## config.mk

```make
export PLATFORM = sky130hd
export DESIGN_NAME = dsp_biquad
export DESIGN_NICKNAME = d
export VERILOG_FILES = /design/src/rtl/dsp_pkg.sv /design/src/rtl/dsp_mac.sv /design/src/rtl/dsp_biquad.sv
export SDC_FILE = /design/constraint.sdc
export NUM_CORES = 2
export LEC_CHECK = 0
export CAP_MARGIN = 20
export CORE_MARGIN = 2
export CORE_UTILIZATION = 24
export DETAILED_ROUTE_END_ITERATION = 7
export PLACE_DENSITY = 0.36
export SYNTH_ARGS = -nofsm -noshare
export SYNTH_HDL_FRONTEND = slang
export SYNTH_SLANG_ARGS = --single-unit
```

## constraint.sdc

```tcl
create_clock -name iCLK -period 12 [get_ports iCLK]
set_input_delay 2.4 -clock iCLK [delete_from_list [all_inputs] [get_ports iCLK]]
set_output_delay 2.4 -clock iCLK [all_outputs]
set_load 0.02 [all_outputs]
```

## src/rtl/dsp_pkg.sv

```systemverilog
// Shared types and arithmetic helpers for the biquad filter datapath.
// The rounding/saturation helper takes its widths as arguments so every instance can share it.
package dsp_pkg;

  localparam int WS_DEF = 16;

  typedef logic signed [WS_DEF-1:0] dType;

  typedef enum logic [2:0] {B0 = 3'd0, B1, B2, A1, A2} coef_e;

  typedef enum logic [1:0] {IDLE, MAC, DONE} state_e;

  typedef struct packed {
    logic signed [63:0] y;
    logic               clip;
  } rsat_t;

  // Round half up at the binary point, then clamp to a ws-bit signed range.
  function automatic rsat_t round_sat(input logic signed [63:0] acc,
                                      input int ws, input int frac);
    logic signed [63:0] r, hi, lo;
    rsat_t res;
    r        = (acc + (64'sd1 <<< (frac - 1))) >>> frac;
    hi       = (64'sd1 <<< (ws - 1)) - 64'sd1;
    lo       = -(64'sd1 <<< (ws - 1));
    res.y    = r;
    res.clip = 1'b0;
    if (r > hi) begin
      res.y    = hi;
      res.clip = 1'b1;
    end else if (r < lo) begin
      res.y    = lo;
      res.clip = 1'b1;
    end
    return res;
  endfunction

endpackage

```

## src/rtl/dsp_mac.sv

```systemverilog
// Single shared multiplier with a wide accumulator; clr restarts the sum with the
// current product, sub negates the product before it is added.
module dsp_mac #(
  parameter int WS   = 16,
  parameter int CW   = 16,
  parameter int ACCW = 40
) (
  input  logic                   clk,
  input  logic                   rst,
  input  logic                   clr,
  input  logic                   en,
  input  logic                   sub,
  input  logic signed [WS-1:0]   data,
  input  logic signed [CW-1:0]   coef,
  output logic signed [ACCW-1:0] acc_next
);

  localparam int PW = WS + CW;

  logic signed [PW-1:0]   prod;
  logic signed [ACCW-1:0] prod_ext, base, acc_q, acc_d;

  // NOTE: every combinational output gets a default first, so no path can infer a latch.
  always_comb begin
    prod     = PW'(data) * PW'(coef);
    prod_ext = ACCW'(prod);
    base     = clr ? '0 : acc_q;
    acc_d    = acc_q;
    if (en)       acc_d = sub ? base - prod_ext : base + prod_ext;
    else if (clr) acc_d = '0;
  end

  // NOTE: sequential state uses non-blocking assignments only, so all flops update together.
  always_ff @(posedge clk) begin
    if (rst) acc_q <= '0;
    else     acc_q <= acc_d;
  end

  assign acc_next = acc_d;

endmodule

```

## src/rtl/dsp_biquad.sv

```systemverilog
// Multi-channel direct-form-I biquad: one frame per request, five MAC steps per
// channel through a single shared multiplier, histories kept per channel.
import dsp_pkg::*;

module dsp_biquad #(
  parameter int WS   = 16,
  parameter int CW   = 16,
  parameter int FRAC = 14,
  parameter int NCH  = 2,
  parameter int ACCW = 40
) (
  input  logic              iCLK,
  input  logic              iRST,
  input  logic              iValid,
  output logic              oReady,
  input  logic [NCH*WS-1:0] iIn,
  input  logic [5*CW-1:0]   iCoef,
  input  logic              iBypass,
  output logic              oValid,
  output logic [NCH*WS-1:0] oOut,
  output logic              oSat
);

  localparam int CHW = (NCH > 1) ? $clog2(NCH) : 1;
  localparam logic [CHW-1:0] LAST_CH = CHW'(NCH - 1);

  typedef logic signed [WS-1:0] smp_t;

  state_e               state_q, state_d;
  coef_e                tap_q, tap_d;
  logic [CHW-1:0]       ch_q, ch_d;
  smp_t                 x0_q [NCH], x0_d [NCH];
  smp_t                 x1_q [NCH], x1_d [NCH];
  smp_t                 x2_q [NCH], x2_d [NCH];
  smp_t                 y1_q [NCH], y1_d [NCH];
  smp_t                 y2_q [NCH], y2_d [NCH];
  smp_t                 res_q [NCH], res_d [NCH];
  logic signed [CW-1:0] coef_q [5], coef_d [5];
  logic                 bypass_q, bypass_d;
  logic                 valid_q, valid_d;
  logic                 sat_q, sat_d;
  logic [NCH*WS-1:0]    out_q, out_d;

  logic                 mac_clr, mac_en, mac_sub;
  smp_t                 mac_data;
  logic signed [CW-1:0] mac_coef;
  logic signed [ACCW-1:0] acc_next;
  rsat_t                rs;
  smp_t                 y_sat;

  dsp_mac #(.WS(WS), .CW(CW), .ACCW(ACCW)) u_mac (
    .clk      (iCLK),
    .rst      (iRST),
    .clr      (mac_clr),
    .en       (mac_en),
    .sub      (mac_sub),
    .data     (mac_data),
    .coef     (mac_coef),
    .acc_next (acc_next)
  );

  // Operand select: tap order b0*x0, b1*x1, b2*x2, -a1*y1, -a2*y2.
  always_comb begin
    mac_en   = (state_q == MAC);
    mac_clr  = mac_en && (tap_q == B0);
    mac_sub  = (tap_q == A1) || (tap_q == A2);
    mac_coef = coef_q[tap_q];
    unique case (tap_q)
      B0:      mac_data = x0_q[ch_q];
      B1:      mac_data = x1_q[ch_q];
      B2:      mac_data = x2_q[ch_q];
      A1:      mac_data = y1_q[ch_q];
      default: mac_data = y2_q[ch_q];
    endcase
    rs    = round_sat(64'(acc_next), WS, FRAC);
    y_sat = WS'(rs.y);
  end

  always_comb begin
    state_d  = state_q;
    tap_d    = tap_q;
    ch_d     = ch_q;
    x0_d     = x0_q;
    x1_d     = x1_q;
    x2_d     = x2_q;
    y1_d     = y1_q;
    y2_d     = y2_q;
    res_d    = res_q;
    coef_d   = coef_q;
    bypass_d = bypass_q;
    sat_d    = sat_q;
    out_d    = out_q;
    valid_d  = 1'b0;
    unique case (state_q)
      IDLE: begin
        if (iValid) begin
          state_d  = MAC;
          tap_d    = B0;
          ch_d     = '0;
          bypass_d = iBypass;
          for (int k = 0; k < NCH; k++) x0_d[k] = iIn[k*WS +: WS];
          for (int i = 0; i < 5; i++)   coef_d[i] = iCoef[i*CW +: CW];
        end
      end
      MAC: begin
        if (tap_q == A2) begin
          res_d[ch_q] = y_sat;
          if (rs.clip && !bypass_q) sat_d = 1'b1;
          tap_d = B0;
          if (ch_q == LAST_CH) state_d = DONE;
          else                 ch_d = ch_q + 1'b1;
        end else begin
          tap_d = coef_e'(tap_q + 3'd1);
        end
      end
      DONE: begin
        state_d = IDLE;
        valid_d = 1'b1;
        for (int k = 0; k < NCH; k++) begin
          if (bypass_q) begin
            out_d[k*WS +: WS] = x0_q[k];
            x1_d[k] = '0;
            x2_d[k] = '0;
            y1_d[k] = '0;
            y2_d[k] = '0;
          end else begin
            out_d[k*WS +: WS] = res_q[k];
            x2_d[k] = x1_q[k];
            x1_d[k] = x0_q[k];
            y2_d[k] = y1_q[k];
            y1_d[k] = res_q[k];
          end
        end
      end
      default: state_d = IDLE;
    endcase
  end

  always_ff @(posedge iCLK) begin
    if (iRST) begin
      state_q  <= IDLE;
      tap_q    <= B0;
      ch_q     <= '0;
      bypass_q <= 1'b0;
      valid_q  <= 1'b0;
      sat_q    <= 1'b0;
      out_q    <= '0;
      // NOTE: the history arrays feed the filter output, so they are reset like any other state.
      for (int k = 0; k < NCH; k++) begin
        x0_q[k]  <= '0;
        x1_q[k]  <= '0;
        x2_q[k]  <= '0;
        y1_q[k]  <= '0;
        y2_q[k]  <= '0;
        res_q[k] <= '0;
      end
      for (int i = 0; i < 5; i++) coef_q[i] <= '0;
    end else begin
      state_q  <= state_d;
      tap_q    <= tap_d;
      ch_q     <= ch_d;
      bypass_q <= bypass_d;
      valid_q  <= valid_d;
      sat_q    <= sat_d;
      out_q    <= out_d;
      x0_q     <= x0_d;
      x1_q     <= x1_d;
      x2_q     <= x2_d;
      y1_q     <= y1_d;
      y2_q     <= y2_d;
      res_q    <= res_d;
      coef_q   <= coef_d;
    end
  end

  assign oReady = (state_q == IDLE);
  assign oValid = valid_q;
  assign oOut   = out_q;
  assign oSat   = sat_q;

endmodule

```

==> results_dict.tcl <==
set metrics [dict create \
    initial_utilization_pct 24.3 \
    htree_num_levels 2 \
    max-clock-path-buffers 3 \
    worst_slew_pin_slew_ns 1.22 \
    critPathRequiredTime_ns 12.50 \
    final_critical_path_setup_slack_ns 0.0675 \
    cp.arrival_ns 12.43 \
    initialDrtViolationCount 1519 \
    dominantRegCellSynth "sky130_fd_sc_hd__dfxtp_1" \
    die-area_sq_um 124000 \
    dieHeight_um 353 \
    final_max_slew_viol_count 0 \
    maxCapViolations 0 \
    synthesis.instances 3532 \
    run_status "complete, but fails checks" \
    worst-setup-path-type "reg2reg" \
    report.final.setup_viol 0 \
    fp.dieW_um 353 \
    ys_types 96 \
    clock_latency_ns 0.63 \
    finish.net_count 4680 \
    synth.ff_latch_count 353 \
    syn_area_per_cell_sq_um 8.25 \
    num_vias 26748 \
    drt_pre_antenna_iters 8 \
    route.detailed.wl_per_inst_um 19.5 \
    vias_per_cell 4.60 \
    root_buffer_cell "sky130_fd_sc_hd__clkbuf_16" \
    tritoncts.num_buffers 47 \
    globalRouteOverflowTotal 0 \
    first_global_vias 27138 \
    ant_nets 0 \
    cts-hold-fix-buffers 0 \
    clk_pin_slew_ns 0.06 \
    finalWirelength_mm 113 \
    routabilityCongestion 0.820 \
    dp_worst_setup_slack_ns -0.753 \
    critPathLaunchType "flop" \
    grt_pass1_wl_mm 170 \
    min-delay-path-class "reg2reg" \
    final_core_utilization_pct 33.7 \
    detail_route.drc_violations 2 \
    grt_use_total_pct 17.8 \
    seq_area_frac_synth_pct 24.2 \
    critPathMaxFanout 7 \
    synthesis.nets 4039 \
    cp_slowest_cell "sky130_fd_sc_hd__fa_1" \
    buffer_ports.inserted 150 \
    number_of_antenna_violations_at_the_first_check_in_global_routing 3 \
    grt_max_degree 183 \
    flow.area_growth_from_synthesis_pct 39.1 \
    syn-cell-area_sq_um 29200 \
    timing.final.crit_period_ns 11.93 \
    worst_clock_skew_ns 0.0404 \
    hold-worst-slack_ns 0.448 \
    unrepaired_setup_endpoints_after_global_routing "yes" \
    post-route-period-util_pct 99.4 \
    num_io_pins 151 \
    hold_fails_final_rpt 0 \
    diodes 0 \
    row_cnt 127 \
    edff_count_synth 0 \
    drive_gt1_share_pct 24.9 \
    slew_headroom_pct 18.9 \
    fmax_mhz 83.8 \
    asyncSetResetFlopFracSynth_pct 0 \
    endpoint_kind "flop" \
    critical-path-max-stage-delay_ns 0.56 \
    placeable_core_region_sq_um 120000 \
    irDropWorstVdd_uv 117 \
    cts.sink_count 353 \
    leakage_nw 16.8 \
    pwr_density_cell_nw_per_um2 181 \
    cts_tree "built" \
    dp_hpwl_mm 87.5 \
    violations "design-rule violations" \
    ys.warnings.count 0 \
]
worst max-delay path: cells and delay by family (launching register included):
kind | cells | cell delay, ns
AOI/OAI and AO/OA | 15 | 3.66
xor gates and xnor gates | 1 | 0.18
adders and majority gates | 9 | 3.76
buffers and inverters | 19 | 2.14
DFF | 1 | 0.38
and+or+nand+nor | 11 | 1.66
per-layer routing:
metal  track usage [%]  wire [um]  vias up
li1                  -          -    13149
met1              23.0      50600    13134
met2              30.5      55500      347
met3              2.24       3270      118
met4              6.12       3770        0
met5                 0          0        -
cells in the final DEF (no fill, tap or decap), types with 28 or more instances in the layout:
cell / instances
sky130_fd_sc_hd__a211oi_1: 44
sky130_fd_sc_hd__a21o_1: 40
sky130_fd_sc_hd__a21oi_1: 343
sky130_fd_sc_hd__a221o_1: 32
sky130_fd_sc_hd__and2_1: 59
sky130_fd_sc_hd__buf_12: 37
sky130_fd_sc_hd__buf_4: 589
sky130_fd_sc_hd__buf_6: 28
sky130_fd_sc_hd__clkbuf_16: 50
sky130_fd_sc_hd__clkdlybuf4s50_1: 149
sky130_fd_sc_hd__dfxtp_1: 348
sky130_fd_sc_hd__fa_1: 254
sky130_fd_sc_hd__ha_1: 105
sky130_fd_sc_hd__inv_1: 311
sky130_fd_sc_hd__mux2i_1: 98
sky130_fd_sc_hd__nand2_1: 521
sky130_fd_sc_hd__nand2b_1: 40
sky130_fd_sc_hd__nand3_1: 31
sky130_fd_sc_hd__nand3b_1: 133
sky130_fd_sc_hd__nor2_1: 271
sky130_fd_sc_hd__o21ai_0: 44
sky130_fd_sc_hd__xnor2_1: 50
sky130_fd_sc_hd__xor2_1: 37
area by class of cell:
cell class              count  area (sq um)
flip-flops and latches    353          7080
inverters                 339          1280
repair buffers            811          7150
multi-input cells        2621         21300
clock buffers              66          1380
fillers                 12925         79600
clock inverters            16           289
well taps                1612          2020
power breakdown:
part	internal (mW)	leakage, nW	total, mW	switching, mW
combinational	2.20	13.1	4.50	2.30
clock	0.931	0.817	1.54	0.612
sequential	1.24	2.87	1.29	0.0466
total	4.37	16.8	7.33	2.96
kinds of logic (layout without fill, tap and decap cells):
| group | Yosys count | after routing | share of synthesized area, % |
|---|---|---|---|
| AO/OA/AOI/OAI | 763 | 763 | 17.0 |
| XOR/XNOR | 94 | 94 | 2.85 |
| adder cells (fa/ha/maj) | 391 | 391 | 23.6 |
| buffers and inverters | 558 | 1232 | 7.29 |
| flip-flops | 353 | 353 | 24.2 |
| multiplexers | 117 | 117 | 4.55 |
| AND/OR/NAND/NOR | 1256 | 1256 | 20.5 |
stage by stage:
stage / instances / power, mW / cell area, sq um / TNS, ns
after global placement: 5657 / 5.46 / 36800 / -17.35
after global routing: 5818 / 7.87 / 40500 / -11.63
after CTS: 5780 / 7.22 / 39500 / -1.84
after floorplan: 3532 / 3.49 / 29500 / 0
after detailed placement: 5657 / 5.43 / 36800 / -18.63
final: 5818 / 7.33 / 40500 / 0
worst paths after layout:
check                              start         to  slack, ns  cells after the start
worst min register to register   y2_q[0]    y2_q[0]       0.45                      2
worst max-delay path            tap_q[0]  res_q[12]       0.07                     55
worst min-delay path             y2_q[0]    y2_q[0]       0.45                      2
worst max register to register  tap_q[0]  res_q[12]       0.07                     55
sequential cells by signal, indices dropped and copies added (netlist names):
name and flops:
coef_q 80, u_mac.acc_q 40, oOut 32, res_q 32, x0_q 32, x1_q 32
x2_q 32, y1_q 32, y2_q 32, tap_q 3, state_q 2, bypass_q 1
ch_q 1, oSat 1, oValid 1
cell usage after synthesis, drive strengths merged, types with 5 or more instances:
master   number  share of area [%]
nand2       533                6.9
a21oi       371                6.4
dfxtp       353                 24
inv         338                4.4
nor2        292                3.8
fa          263                 18
clkbuf      188                2.4
nand3b      133                3.4
ha          128                5.5
mux2i       100                3.4
o21ai        65                1.1
and2         62                1.3
xnor2        56                1.7
a211oi       53                1.4
nand2b       48                1.0
a21o         44                1.1
nor3         40               0.72
xor2         38                1.1
nand3        34               0.60
a221o        32                1.1
buf          31               0.50
nor2b        29               0.62
a22oi        27               0.71
a221oi       21               0.65
o22ai        20               0.43
or2          18               0.39
o21a         14               0.36
and3         13               0.28
nand4        13               0.28
a211o        12               0.36
mux4         12               0.93
o31ai        12               0.37
or3          12               0.26
o211ai       11               0.30
a31oi        10               0.24
nor4         10               0.29
a2111oi       9               0.42
a31o          9               0.27
a311oi        7               0.21
a41oi         5               0.15
mux2          5               0.19
o31a          5               0.15
what timing repair did:
| item | 4_1_cts | 5_1_grt |
|---|---|---|
| pin swaps | 77 | 98 |
| endpoints found under the setup margin | 33 | 33 |
| gates resized for setup | 137 | 156 |
| endpoints found under the hold margin | 0 | 0 |
| cloned | 3 | 1 |
| setup buffers | 38 | 40 |
Note: power is estimated with default switching activity, not from simulation.
